File: src/rtl/avalon_mm_burst_ram_slave.sv
// Avalon-MM burst-capable RAM slave: single/burst reads and writes with byteenables,
// fixed two-cycle read latency and wrap-around burst addressing.
module avalon_mm_burst_ram_slave #(
  parameter int ADDR_WIDTH  = 32,
  parameter int DATA_WIDTH  = 16,
  parameter int DEPTH_WORDS = 256,
  parameter int MAX_BURST   = 8,
  parameter int BC_WIDTH    = $clog2(MAX_BURST) + 1
) (
  input  logic                    clk_clk,
  input  logic                    reset_reset_n,
  input  logic [ADDR_WIDTH-1:0]   avs_address,
  input  logic [BC_WIDTH-1:0]     avs_burstcount,
  input  logic                    avs_read,
  input  logic                    avs_write,
  input  logic [DATA_WIDTH/8-1:0] avs_byteenable,
  input  logic [DATA_WIDTH-1:0]   avs_writedata,
  output logic [DATA_WIDTH-1:0]   avs_readdata,
  output logic                    avs_readdatavalid,
  output logic                    avs_waitrequest,
  output logic                    burst_active
);

  localparam int BYTES = DATA_WIDTH / 8;
  localparam int OFF_W = $clog2(BYTES);
  localparam int WA_W  = $clog2(DEPTH_WORDS);
  localparam logic [WA_W-1:0]     WA_ONE = WA_W'(1);
  localparam logic [BC_WIDTH-1:0] BC_ONE = BC_WIDTH'(1);
  localparam logic [BC_WIDTH-1:0] BC_MAX = BC_WIDTH'(MAX_BURST);

  typedef enum logic [1:0] {
    ST_IDLE  = 2'd0,
    ST_WRITE = 2'd1,
    ST_READ  = 2'd2
  } state_t;

  // Handshake: a command (read or write) is taken on a rising edge where it is
  // asserted and avs_waitrequest is low; write beats inside a burst likewise.
  state_t                state_q, state_d;
  logic [WA_W-1:0]       waddr_q, waddr_d;
  logic [BC_WIDTH-1:0]   wleft_q, wleft_d;
  logic [WA_W-1:0]       raddr_q, raddr_d;
  logic [BC_WIDTH-1:0]   rleft_q, rleft_d;
  logic                  in_reset_q;
  logic                  rvalid_q;
  logic [DATA_WIDTH-1:0] rdata_q;

  logic [DATA_WIDTH-1:0] mem_q [DEPTH_WORDS];

  logic [WA_W-1:0]       cmd_word;
  logic [BC_WIDTH-1:0]   cmd_len;
  logic                  cmd_accept;
  logic                  mem_we;
  logic                  mem_we_g;
  logic [WA_W-1:0]       mem_waddr;
  logic                  rd_en;
  logic                  unused_addr;

  assign cmd_word    = avs_address[OFF_W +: WA_W];
  assign unused_addr = ^avs_address;

  always_comb begin
    if (avs_burstcount == '0) begin
      cmd_len = BC_ONE;
    end else if (avs_burstcount > BC_MAX) begin
      cmd_len = BC_MAX;
    end else begin
      cmd_len = avs_burstcount;
    end
  end

  assign avs_waitrequest   = in_reset_q | (state_q == ST_READ);
  assign cmd_accept        = (avs_read | avs_write) & ~avs_waitrequest;
  assign burst_active      = (state_q != ST_IDLE);
  assign avs_readdatavalid = rvalid_q;
  assign avs_readdata      = rdata_q;

  always_comb begin
    state_d   = state_q;
    waddr_d   = waddr_q;
    wleft_d   = wleft_q;
    raddr_d   = raddr_q;
    rleft_d   = rleft_q;
    mem_we    = 1'b0;
    mem_waddr = waddr_q;
    rd_en     = 1'b0;
    case (state_q)
      ST_IDLE: begin
        if (cmd_accept) begin
          // Write has priority; a simultaneous read is dropped.
          if (avs_write) begin
            mem_we    = 1'b1;
            mem_waddr = cmd_word;
            if (cmd_len != BC_ONE) begin
              state_d = ST_WRITE;
              waddr_d = cmd_word + WA_ONE;
              wleft_d = cmd_len - BC_ONE;
            end
          end else begin
            state_d = ST_READ;
            raddr_d = cmd_word;
            rleft_d = cmd_len;
          end
        end
      end
      ST_WRITE: begin
        if (avs_write) begin
          mem_we  = 1'b1;
          waddr_d = waddr_q + WA_ONE;
          wleft_d = wleft_q - BC_ONE;
          if (wleft_q == BC_ONE) begin
            state_d = ST_IDLE;
          end
        end
      end
      ST_READ: begin
        // One extra cycle after the last fetch lets the final registered beat drain.
        if (rleft_q != '0) begin
          rd_en   = 1'b1;
          raddr_d = raddr_q + WA_ONE;
          rleft_d = rleft_q - BC_ONE;
        end else begin
          state_d = ST_IDLE;
        end
      end
      default: begin
        state_d = ST_IDLE;
      end
    endcase
  end

  assign mem_we_g = mem_we & reset_reset_n;

  always_ff @(posedge clk_clk) begin
    if (!reset_reset_n) begin
      state_q    <= ST_IDLE;
      waddr_q    <= '0;
      wleft_q    <= '0;
      raddr_q    <= '0;
      rleft_q    <= '0;
      in_reset_q <= 1'b1;
      rvalid_q   <= 1'b0;
      rdata_q    <= '0;
    end else begin
      state_q    <= state_d;
      waddr_q    <= waddr_d;
      wleft_q    <= wleft_d;
      raddr_q    <= raddr_d;
      rleft_q    <= rleft_d;
      in_reset_q <= 1'b0;
      rvalid_q   <= rd_en;
      if (rd_en) begin
        rdata_q <= mem_q[raddr_q];
      end
    end
  end

  // Storage is never cleared by reset.
  always_ff @(posedge clk_clk) begin
    if (mem_we_g) begin
      for (int b = 0; b < BYTES; b++) begin
        if (avs_byteenable[b]) begin
          mem_q[mem_waddr][b*8 +: 8] <= avs_writedata[b*8 +: 8];
        end
      end
    end
  end

endmodule

File: config.mk
export PLATFORM = sky130hd
export DESIGN_NAME = avalon_mm_burst_ram_slave
export DESIGN_NICKNAME = d
export VERILOG_FILES = /design/src/rtl/avalon_mm_burst_ram_slave.sv
export SDC_FILE = /design/constraint.sdc
export NUM_CORES = 2
export LEC_CHECK = 0
export BUFFER_PORTS_ARGS = -buffer_cell sky130_fd_sc_hd__clkbuf_2
export CAP_MARGIN = 20
export CORE_MARGIN = 2
export CORE_UTILIZATION = 35
export DETAILED_ROUTE_END_ITERATION = 16
export GPL_ROUTABILITY_DRIVEN = 0
export MAX_ROUTING_LAYER = met4
export SETUP_SLACK_MARGIN = 0.1
export SLEW_MARGIN = 0
export SYNTH_ARGS = -nofsm -noshare
export SYNTH_HDL_FRONTEND = slang
export SYNTH_SLANG_ARGS = --single-unit
File: constraint.sdc
create_clock -name clk_clk -period 5.6 [get_ports clk_clk]
set_clock_uncertainty 0.1 [all_clocks]
set_input_delay 0.56 -clock clk_clk [delete_from_list [all_inputs] [get_ports clk_clk]]
set_output_delay 0.56 -clock clk_clk [all_outputs]
set_load 0.02 [all_outputs]
; Yosys cells after proc, flatten, opt, wreduce, memory -nomap -nowiden
; Memory sizes are Yosys's and may differ from the RTL's. A register that Yosys moved wholly into a read port is not among the register bits.
; Cells that the tools add are included.
[totals]
mem_bits_rw = 4096
wordCells = 85
input_bits = 58
n_memories = 1
reg_bits = 28
[classes]
muxes = 42
n_lt_le_gt_ge = 1
addsub = 6
bitwise_logic = 5
n_reduce_logical = 10
n_eq_ne = 13
[mem_list]
columns = name, depth, width, read_ports, rd_clocked_by_memory_dff, wr, line
row1 = mem_q, 256, 16, 1, 1, 1, 48  ; logic [DATA_WIDTH-1:0] mem_q [DEPTH_WORDS];
[op_table]
columns = cell, n
row1 = two-way mux 8 bit, 10
row2 = two-way mux 4 bit, 9
row3 = one-hot mux 8 bit (2 select lines), 2
row4 = "adder 8 x 1 -> 8 bit, second input constant", 3
row5 = one-hot mux 4 bit (2 select lines), 2
row6 = "!= test 2 bit, second input constant", 7
row7 = two-way mux 2 bit, 6
row8 = "subtractor 4 x 1 -> 4 bit, second input constant", 3
row9 = two-way mux 1 bit, 11
row10 = AND reduction 5 bit, 2
row11 = one-hot mux 2 bit (3 select lines), 1
row12 = nonzero test 2 bit, 3
row13 = "equality test 4 x 1 -> 1 bit, second input constant", 1
row14 = "greater-than comparator 4 bit, second input constant", 1
row15 = zero test 4 bit, 1
row16 = "!= test 4 x 1 -> 1 bit, second input constant", 1
row17 = AND reduction 4 bit, 1
row18 = nonzero test 4 bit, 1
row19 = "!= test 3 bit, second input constant", 1
row20 = bitwise AND 1 bit, 2
row21 = "equality test 2 x 1 -> 1 bit, second input constant", 1
row22 = "equality test 2 bit, second input constant", 1
row23 = zero test 2 bit, 1
row24 = "!= test 2 x 1 -> 1 bit, second input constant", 1
row25 = other kinds (4), 5

; Longest topological paths before layout
[depth]
ltp_word = 9
ltp_mapped = 13
ltp_nobuf = 11

; Least setup slack after synthesis
; No wires, ideal clock.
[synth_timing]
path_kind = register to register
start = register state_q[1]
end = memory mem_q[38][10], enable pin
required_ns = 5.130
period_less_slack_ns = 2.845
slack_ns = 2.755
arrival_time_ns = 2.375
stages_incl_launch_ff = 11
path_cell_list = dfxtp_1 > nor3_1 > and2_1 > clkbuf_1 > clkbuf_1 > nand3_1 > o21a_1 > nor2_1 > nand2_1 > clkbuf_1 > nor2_1
[synth_between]
elab_chain_len = 9
word_cells_on_any_way = 13
classes_between = 2 x eq/ne / 6 x mux / 4 x bitwise / 1 x reduce/logical
[synth_rtl]
columns = item, line
row1 = start: declaration, 39  ; state_t state_q, state_d;
row2 = start signal: assignment, 145  ; state_q <= state_d;
row3 = equality test 2 bit, 72  ; assign avs_waitrequest = in_reset_q | (state_q == ST_READ);
row4 = bitwise OR 1 bit, 72
row5 = NOT 1 bit, 73  ; assign cmd_accept = (avs_read | avs_write) & ~avs_waitrequest;
row6 = bitwise AND 1 bit, 73
row7 = two-way mux 1 bit, 89  ; if (cmd_accept) begin
row8 = one-hot mux 1 bit (2 select lines), 87  ; case (state_q)
row9 = bitwise AND 1 bit, 132  ; assign mem_we_g = mem_we & reset_reset_n;
row10 = two-way mux 1 bit, 160  ; if (mem_we_g) begin
row11 = two-way mux 1 bit (not written as such), 163  ; mem_q[mem_waddr][b*8 +: 8] <= avs_writedata[b*8 +: 8];
row12 = end: declaration, 48
; Parallel ways exist; a longest one is shown, timed or not.

; Worst setup path after layout
[layout_timing]
start = register state_q[0]
end = memory mem_q[14][0], enable pin
; The elaborated chain is that of the path after synthesis.

==> reports/qor.yml <==
status:
  status: "completed"
flow_run:
  cap_violations: 0
timing:
  slew_headroom_pct: 9.965
  period_share_pct: 91.10
  tightest_slew_ps: 1351
  fmax_ghz: 0.1960
  hold_viol_final: 0
  fin_tns_setup_ps: 0
  rsz0062_at_grt: "false"
  slew_violations: 0
  setup_viol: 0
  layout_min_cycle_time_ps: 5101
  layout_setup_ws_ps: 498.7
pwr:
  power_density_nw_per_um2: 350.7
  peakVddDrop_mv: 0.2884
  p_leak_nw: 55.12
clock_tree:
  cts_resized: 0
  clock_latency_ps: 900
  post_cts_buffers: 0
  cts_made_buffers: 400
  clock-sinks: 4140
  tritoncts: "built"
  cts.htree.levels: 5
  cts_buffer_depth: 4
  cts_hold_buf: 8
  cts-root-buf: "clkbuf_16"
  clk_pin_slew_worst_paths_ps: 60
routing:
  via_count: 79980
  route.detailed.drc: 0
  drt_wl_total_mm: 442.9
  dr.pass1.iters: 7
  via_per_inst: 5.577
  drt_iter0_drc: 10540
  wl_per_cell_um: 30.88
  ant_nets: 0
synthesis:
  syn-num-nets: 7628
  syn_area_per_cell_um2: 21.32
  syn_inst: 7563
  yosysUniqueCellTypes: 71
  synth-edff-count: 4096
  syn_area_um2: 161300
  yosysSeqAreaShare_pct: 76.82
  ys_ff_latch: 4140
  synth_warnings: 0
  async_flop_share_pct: 0
  synthFlopType: "edfxtp_1"
critical_path:
  critPathLaunch: "state_q[0]"
  worstPathArrival_ps: 5500
  r2r-start: "state_q[0]"
  worstSetupPathType: "flop to flop"
  reg2reg_depth: 7
  endpoint_kind: "flop"
  required_ps: 6000
  cp_max_fo: 25
  start_kind: "flop"
finish:
  nets: 7918
  final_cell_mix: "edfxtp_1 (4096), mux4_2 (1032), nor2_1 (600)"
  drive_above_1_share_pct: 24.70
  syn_to_final_growth_pct: 13.46
  final_cells: 14340
  layout_commonest_cell: "edfxtp_1"
  fin_util_pct: 39.84
floorplanning:
  core_um2: 459200
  pin_count: 77
  die_area_um2: 466200
  chipHeight_um: 682.8
  rows: 249
  start_util_pct: 35.12
  die_x_um: 682.8
global_routing:
  grt_use_total_pct: 19.26
  antenna_found_initial: 29
  overflow: 0
  grt_max_degree: 193
  grt_pass1_wl_mm: 622.2
  grt_pass1_vias: 80120
worst_hold_path:
  hp-class: "input pin to flop"
  worstHoldPathCells: 5
  min_from: "avs_burstcount[1]"
placement:
  port_buffers: 52
  placed_cells: 13590
  dp_slack_ps: 686.8
  dp_hpwl_mm: 268.6
[cells by family after synthesis]
family,synth area share (%)
buffers and inverters,1.579
XOR/XNOR,0.005432
AO/OA/AOI/OAI,2.570
adder cells (fa/ha/maj),0.05431
AND/OR/NAND/NOR,2.451
multiplexers,16.52
flip-flops,76.82
[synth_stat cells (13+ instances only)]
library cell / number / area [µm²]
a211oi_1: 46 / 345.3
a21o_1: 22 / 165.2
a21oi_1: 93 / 465.5
a221oi_1: 52 / 455.4
a222oi_1: 19 / 190.2
a22oi_1: 36 / 270.3
a31oi_1: 13 / 81.33
buf_1: 53 / 198.9
buf_2: 132 / 660.6
buf_4: 60 / 450.4
buf_6: 39 / 439.2
clkbuf_1: 190 / 713.2
dfxtp_1: 44 / 880.8
edfxtp_1: 4096 / 123000
inv_1: 14 / 52.55
mux2_2: 13 / 146.4
mux2i_1: 325 / 3253
mux4_2: 1032 / 23240
nand2_1: 193 / 724.4
nand2b_1: 17 / 106.4
nand3_1: 29 / 145.1
nand3b_1: 14 / 105.1
nor2_1: 608 / 2282
nor2b_1: 22 / 137.6
nor3_1: 22 / 110.1
o211ai_1: 32 / 240.2
o21ai_0: 81 / 405.4
o221ai_1: 21 / 183.9
o22ai_1: 96 / 600.6
[critical path: stages, from the launching register on]
cell	delay, ps
dfxtp_1	400
nor3_1	360
and2_1	800
nand3_1	250
o31a_1	190
nor2_1	980
nand2_1	760
nor2_1	830
[layer usage]
| metal | part of all wire (%) | global-route usage (%) | up-vias |
|---|---|---|---|
| li1 | - | - | 32290 |
| met3 | 8.4 | 2.936 | 688 |
| met5 | 0 | - | - |
| met1 | 38 | 24.81 | 43030 |
| met2 | 49 | 31.22 | 3976 |
| met4 | 3.9 | 6.766 | 0 |
[power by group]
part           internal (mW)  total (mW)  leakage (nW)  switching (mW)
sequential              34.1        34.1          37.2          0.0601
combinational           1.14        3.49          11.7            2.35
clock                   15.1        26.6          6.25            11.5
total                   50.3        64.2          55.1            13.9
[final timing paths]
path,to,slack [ps]
worst min-delay path,rleft_q[1],80
worst max register to register,mem_q[14][0],500
worst min register to register,avs_readdata[13],410
worst max-delay path,mem_q[14][0],500
[state kept, by name (all words and copies together) (netlist names)]
| signal | cells |
|---|---|
| waddr_q | 8 |
| state_q | 2 |
| rleft_q | 4 |
| mem_q | 4096 |
| raddr_q | 8 |
| in_reset_q | 1 |
| avs_readdata | 16 |
| wleft_q | 4 |
| avs_readdatavalid | 1 |
[stage by stage]
stage / hold WS [ps] / power (mW) / instance area (µm²)
2_1_floorplan: 354.7 / 36.44 / 161300
3_3_place_gp: 383.2 / 38.20 / 170000
3_5_place_dp: 390.2 / 38.26 / 170100
4_1_cts: 6.159 / 64.50 / 182800
5_1_grt: 71.89 / 65.76 / 182900
6_report: 79.49 / 64.16 / 183000
[final cells by class]
class | instances | area (µm²)
Fill cell | 40180 | 276300
Sequential cell | 4140 | 123900
Multi-Input combinational cell | 2930 | 35080
Clock buffer | 496 | 10650
Tap cell | 6149 | 7694
Timing Repair Buffer | 363 | 3446
Clock inverter | 223 | 2047
Inverter | 18 | 91.34
Antenna cell | 23 | 57.56
Note: power is estimated with default switching activity, not from simulation.
